### config.mk
export PLATFORM = sky130hd
export DESIGN_NAME = d_mem_request_queue
export DESIGN_NICKNAME = d
export VERILOG_FILES = /design/src/rtl/d_mem_request_queue.sv
export SDC_FILE = /design/constraint.sdc
export NUM_CORES = 1
export LEC_CHECK = 0
export ABC_AREA = 1
export BUFFER_PORTS_ARGS = -buffer_cell sky130_fd_sc_hd__buf_2
export CORE_AREA = 2 2 260 262
export CTS_BUF_LIST = sky130_fd_sc_hd__clkbuf_16
export CTS_CLUSTER_DIAMETER = 150
export DETAILED_ROUTE_END_ITERATION = 7
export DIE_AREA = 0 0 262 264
export MAX_ROUTING_LAYER = met4
export SYNTH_ARGS = -nofsm -noshare
export SYNTH_HDL_FRONTEND = slang
export SYNTH_SLANG_ARGS = --single-unit
export TNS_END_PERCENT = 1
### constraint.sdc
create_clock -name clock -period 5.5 [get_ports clock]
set_clock_uncertainty 0.2 [all_clocks]
set_input_delay 0.275 -clock clock [delete_from_list [all_inputs] [get_ports clock]]
set_output_delay 0.275 -clock clock [all_outputs]
set_load 0.02 [all_outputs]
### src/rtl/d_mem_request_queue.sv
// In-order request queue between the core and the data port of the memory subsystem.
// Stores issue back-to-back. A load blocks further issue until its tagged response returns.
module d_mem_request_queue #(
  parameter int DATA_WIDTH   = 32,
  parameter int ADDRESS_BITS = 32,
  parameter int DEPTH        = 4
) (
  input  logic                      clock,
  input  logic                      reset,
  input  logic                      req_valid,
  output logic                      req_ready,
  input  logic                      req_write,
  input  logic [DATA_WIDTH/8-1:0]   req_byte_en,
  input  logic [ADDRESS_BITS-1:0]   req_address,
  input  logic [DATA_WIDTH-1:0]     req_data,
  output logic                      resp_valid,
  output logic [DATA_WIDTH-1:0]     resp_data,
  output logic [ADDRESS_BITS-1:0]   resp_address,
  output logic                      d_mem_read,
  output logic                      d_mem_write,
  output logic [DATA_WIDTH/8-1:0]   d_mem_byte_en,
  output logic [ADDRESS_BITS-1:0]   d_mem_address_in,
  output logic [DATA_WIDTH-1:0]     d_mem_data_in,
  input  logic [DATA_WIDTH-1:0]     d_mem_data_out,
  input  logic [ADDRESS_BITS-1:0]   d_mem_address_out,
  input  logic                      d_mem_valid,
  input  logic                      d_mem_ready
);

  localparam int PTR_W = $clog2(DEPTH);
  localparam int BE_W  = DATA_WIDTH / 8;

  typedef enum logic [1:0] {
    IDLE = 2'd0,
    WR   = 2'd1,
    RD   = 2'd2
  } state_t;

  state_t state, state_next;

  logic                    q_write   [DEPTH];
  logic [BE_W-1:0]         q_byte_en [DEPTH];
  logic [ADDRESS_BITS-1:0] q_address [DEPTH];
  logic [DATA_WIDTH-1:0]   q_data    [DEPTH];

  logic [PTR_W-1:0] wr_ptr;
  logic [PTR_W-1:0] rd_ptr;
  logic [PTR_W:0]   count;

  logic full;
  logic empty;
  logic push;
  logic pop;
  logic read_match;

  logic                    read_next;
  logic                    write_next;
  logic [BE_W-1:0]         byte_en_next;
  logic [ADDRESS_BITS-1:0] address_next;
  logic [DATA_WIDTH-1:0]   data_next;
  logic                    resp_valid_next;
  logic [DATA_WIDTH-1:0]   resp_data_next;
  logic [ADDRESS_BITS-1:0] resp_address_next;

  assign full       = (count == (PTR_W+1)'(DEPTH));
  assign empty      = (count == '0);
  assign req_ready  = !full;
  assign push       = req_valid && !full;
  assign pop        = (state != RD) && !empty && d_mem_ready;
  assign read_match = (state == RD) && d_mem_valid && (d_mem_address_out == d_mem_address_in);

  // Entry storage needs no reset; occupancy is tracked by the pointers and count.
  always_ff @(posedge clock) begin
    if (push) begin
      q_write[wr_ptr]   <= req_write;
      q_byte_en[wr_ptr] <= req_byte_en;
      q_address[wr_ptr] <= req_address;
      q_data[wr_ptr]    <= req_data;
    end
  end

  always_ff @(posedge clock or negedge reset) begin
    if (!reset) begin
      wr_ptr <= '0;
      rd_ptr <= '0;
      count  <= '0;
    end else begin
      if (push) wr_ptr <= wr_ptr + PTR_W'(1);
      if (pop)  rd_ptr <= rd_ptr + PTR_W'(1);
      case ({push, pop})
        2'b10:   count <= count + (PTR_W+1)'(1);
        2'b01:   count <= count - (PTR_W+1)'(1);
        default: count <= count;
      endcase
    end
  end

  // Issue decision and registered memory-side / response values for the next edge.
  always_comb begin
    state_next        = state;
    read_next         = d_mem_read;
    write_next        = d_mem_write;
    byte_en_next      = d_mem_byte_en;
    address_next      = d_mem_address_in;
    data_next         = d_mem_data_in;
    resp_valid_next   = 1'b0;
    resp_data_next    = resp_data;
    resp_address_next = resp_address;

    case (state)
      IDLE, WR: begin
        if (pop) begin
          byte_en_next = q_byte_en[rd_ptr];
          address_next = q_address[rd_ptr];
          data_next    = q_data[rd_ptr];
          if (q_write[rd_ptr]) begin
            write_next = 1'b1;
            read_next  = 1'b0;
            state_next = WR;
          end else begin
            write_next = 1'b0;
            read_next  = 1'b1;
            state_next = RD;
          end
        end else begin
          write_next = 1'b0;
          read_next  = 1'b0;
          state_next = IDLE;
        end
      end
      RD: begin
        if (read_match) begin
          resp_valid_next   = 1'b1;
          resp_data_next    = d_mem_data_out;
          resp_address_next = d_mem_address_in;
          read_next         = 1'b0;
          state_next        = IDLE;
        end
      end
      default: begin
        write_next = 1'b0;
        read_next  = 1'b0;
        state_next = IDLE;
      end
    endcase
  end

  always_ff @(posedge clock or negedge reset) begin
    if (!reset) begin
      state            <= IDLE;
      d_mem_read       <= 1'b0;
      d_mem_write      <= 1'b0;
      d_mem_byte_en    <= '0;
      d_mem_address_in <= '0;
      d_mem_data_in    <= '0;
      resp_valid       <= 1'b0;
      resp_data        <= '0;
      resp_address     <= '0;
    end else begin
      state            <= state_next;
      d_mem_read       <= read_next;
      d_mem_write      <= write_next;
      d_mem_byte_en    <= byte_en_next;
      d_mem_address_in <= address_next;
      d_mem_data_in    <= data_next;
      resp_valid       <= resp_valid_next;
      resp_data        <= resp_data_next;
      resp_address     <= resp_address_next;
    end
  end

endmodule

==> results.py <==
metrics = {
    "critical_path": {
        "r2r_end": "d_mem_address_in[17]",
        "timing.critical_path.arrival_ns": 3.45,
        "critPathRequiredTime_ns": 5.82,
        "maximum_cell_stage_delay_along_the_critical_path_ns": 0.72,
        "timing.critical_path.mode_cell": "sky130_fd_sc_hd__nand2_1",
        "timing.critical_path.slowest_stage_cell": "sky130_fd_sc_hd__dfrtp_4",
        "startpoint_type": "register",
        "r2r.worst_path.cells": 6,
        "critPathLaunch": "rd_ptr[0]",
        "r2r-start": "rd_ptr[0]",
        "crit_path_cell_trace": "inv_4 > buf_4 > nor2_1 > o32ai_1 > nand2_1 > nand2_1",
        "critical_path_peak_fanout": 76,
        "reg2reg_setup_slack_ns": 2.37,
        "crit_end_category": "register",
        "cp-endpoint": "d_mem_address_in[17]",
        "criticalPathCategory": "register to register",
    },
    "routing": {
        "route.final.wire_length_mm": 49.8,
        "routedWlPerCell_um": 18.5,
        "via_per_inst": 4.44,
        "drtPass1Iterations": 5,
        "vias": 12000,
        "count_of_unresolved_drc_violations_after_routing": 0,
        "drt_first_iter_violations": 917,
        "drt.antenna.violating_nets": 0,
    },
    "logic_synthesis": {
        "synth_nets": 1557,
        "fraction_of_the_mapped_netlist_area_in_simple_logic_gates_pct": 16.2,
        "synth.yosys.seq_area_share_pct": 72.1,
        "synth-adder-area-share_pct": 0.502,
        "synth_compound_area_share_pct": 6.59,
        "post_synth_num_cell_types": 23,
        "synth_seq_cells": 419,
        "syn_area_sq_um": 16500,
        "postSynth.topFlopCell": "sky130_fd_sc_hd__edfxtp_1",
        "synth_top_family_by_area": "simple AND/OR/NAND/NOR gates",
        "number_of_enable_type_register_cells_in_the_synthesized_netlist": 276,
        "synth_xor_xnor_area_share_pct": 0.958,
        "synth_top_cell_by_area": "sky130_fd_sc_hd__edfxtp_1",
        "asr_flop_ratio_synth_pct": 34.1,
        "synth.area.mux_share_pct": 0,
        "synthDominantCellAreaShare_pct": 50.4,
        "synth.cells.most_frequent": "373 x sky130_fd_sc_hd__nand2_1, 276 x sky130_fd_sc_hd__edfxtp_1, 223 x sky130_fd_sc_hd__nor2_1",
        "postSynthCellCount": 1413,
        "synth.area.top_cells": "sky130_fd_sc_hd__edfxtp_1 50%, sky130_fd_sc_hd__dfrtp_1 22%, sky130_fd_sc_hd__nand2_1 8.5%",
        "avgSynthCellArea_sq_um": 11.6,
        "yosys.cell_count.top_type": "sky130_fd_sc_hd__nand2_1",
        "synth_warnings": 0,
    },
    "placement": {
        "globalplace.congestion": 0.835,
        "place_hpwl_mm": 32.6,
        "placement.io_buffers": 273,
    },
    "clock_network": {
        "cts_repair_resize_count": 0,
        "clock_insertion_delay_worst_skew_ns": 0.58,
        "postCtsSetupBuffers": 0,
        "numCtsBuffers": 49,
        "cts_htree_levels": 2,
        "hold_buffers": 103,
        "clock_tree.buffer_depth": 3,
        "tritoncts_clock_tree": "built",
        "cts.root.buffer_cell": "sky130_fd_sc_hd__clkbuf_16",
        "worst_setup_hold_path_clk_slew_ns": 0.06,
        "cts.sink_count": 419,
    },
    "timing": {
        "max_slew_margin_pct": 24.7,
        "period_needed_ns": 3.13,
        "min_period_over_period_pct": 56.9,
        "setup_viol": 0,
        "setup_repair_after_global_routing_missed_its_margin": "no",
        "slew_viol_final": 0,
        "finalHoldWorstSlack_ns": 0.0660,
        "timing.setup.tns_ns": 0,
        "worstMarginPinSlew_ns": 1.13,
        "final_hold_viol_count": 0,
        "fmax_mhz": 320,
    },
    "layout": {
        "share_of_final_layout_standard_cells_stronger_than_drive_strength_1_pct": 21.0,
        "design.final.nets": 1917,
        "synthToLayoutAreaGrowth_pct": 29.9,
    },
    "floorplanning": {
        "top_level_ports": 274,
        "floorplan.die.width_um": 262,
        "floorplan_die_area_sq_um": 69200,
        "placement_rows": 95,
        "start_util_pct": 24.7,
        "design.core.area_sq_um": 66600,
        "die_h_um": 264,
    },
    "global_routing": {
        "pin_count_of_the_biggest_net_entering_global_routing": 104,
        "track_usage_pct": 14.5,
        "grt_overflow": 0,
        "antenna_found_initial": 14,
        "grt_first_pass_wirelength_mm": 72.9,
        "grt_pass1_vias": 11900,
    },
    "worst_hold_path": {
        "min-delay-start": "d_mem_address_out[24]",
        "hp-class": "input port to register",
        "min_path_cells": 6,
    },
    "power_and_ir_drop": {
        "p_leak_nw": 9.06,
        "max-vdd-ir-drop_v": 0.000277,
        "powerDensity_nw_per_um2": 505,
    },
    "run": {
        "drv_cap": 0,
    },
    "outcome": {
        "run_status": "finished, final reports clean",
    },
}
==> worst min-delay path by stage <==
stage	endpoint	slack, ns
floorplan	count[0]	-0.22
global placement	resp_data[22]	0.25
detailed placement	resp_data[22]	0.25
CTS	resp_address[17]	0.04
global route	resp_address[29]	0.08
finish	resp_address[21]	0.07
==> flip-flops by register name, indices dropped and copies added (netlist names) <==
name	cells
d_mem_byte_en	4
q_address	128
count	3
d_mem_data_in	32
q_data	128
resp_valid	1
resp_address	32
wr_ptr	2
q_write	4
d_mem_read	1
q_byte_en	16
rd_ptr	2
d_mem_address_in	32
state	1
d_mem_write	1
resp_data	32
==> per-stage QoR <==
step	area [sq um]	total power, mW	utilization, %	setup slack (ns)	std cells
floorplan	16500	6.47	-	1.04	1413
global placement	18700	7.66	28.2	2.24	2492
detailed placement	18700	7.74	28.2	2.21	2492
CTS	21300	11.0	32.1	2.20	2684
global route	21400	11.5	32.1	2.11	2698
finish	21400	10.8	32.1	2.37	2698
==> metal layers <==
layer,wire (um),track usage (%),vias to the layer above
met3,3690,3.65,83
li1,-,-,5659
met2,23800,23.9,407
met1,20900,17.3,5835
met4,1430,4.63,0
met5,0,-,-
==> placed cells by master, fill, tap and decap left out, types with 2 or more instances in the layout <==
master                          count
sky130_fd_sc_hd__nand2_1          373
sky130_fd_sc_hd__edfxtp_1         276
sky130_fd_sc_hd__buf_2            272
sky130_fd_sc_hd__nor2_1           216
sky130_fd_sc_hd__dfrtp_1          141
sky130_fd_sc_hd__dlygate4sd3_1    103
sky130_fd_sc_hd__o21ai_0           90
sky130_fd_sc_hd__o32ai_1           68
sky130_fd_sc_hd__nand4_1           64
sky130_fd_sc_hd__inv_1             56
sky130_fd_sc_hd__clkbuf_16         50
sky130_fd_sc_hd__buf_4             20
sky130_fd_sc_hd__diode_2           14
sky130_fd_sc_hd__xnor2_1           14
sky130_fd_sc_hd__clkinv_1          10
sky130_fd_sc_hd__clkinv_2          10
sky130_fd_sc_hd__nor2_4             8
sky130_fd_sc_hd__ha_1               5
sky130_fd_sc_hd__clkinvlp_4         5
sky130_fd_sc_hd__nand3_1            4
sky130_fd_sc_hd__xor2_1             4
sky130_fd_sc_hd__bufinv_16          4
sky130_fd_sc_hd__inv_2              3
sky130_fd_sc_hd__a21oi_1            3
sky130_fd_sc_hd__inv_6              2
sky130_fd_sc_hd__dfrtp_4            2
==> worst max-delay path: cells and delay by family (launching register included) <==
family                 cells  cell delay, ns
buffers and inverters      2            1.24
flip-flops                 1            0.72
AO/OA/AOI/OAI              1            0.55
AND/OR/NAND/NOR            3            0.31
==> cell type report <==
type                    count  area [sq um]
repair buffers            396          2560
fillers                  6715         45200
inverters                  53           201
clock inverters            39           305
diodes                     14          35.0
clock buffers              50          1250
flip-flops and latches    419         11900
multi-input cells         854          4060
well taps                 873          1090
==> where the power goes <==
part | switching (mW) | internal, mW | leakage [nW]
registers | 0.548 | 4.10 | 4.40
clock network | 1.28 | 1.83 | 0.785
logic | 2.09 | 0.941 | 3.87
total | 3.92 | 6.87 | 9.06
==> cell families (layout without fill, tap and decap cells) <==
logic type               count (synthesis)  count (layout)
XOR/XNOR                                18              18
AO/OA/AOI/OAI                          164             164
buffers and inverters                  140             538
other                                    0              14
adder cells (fa/ha/maj)                  6               6
AND/OR/NAND/NOR                        666             666
flip-flops                             419             419
No activity file was read; power rests on OpenSTA's default activity.
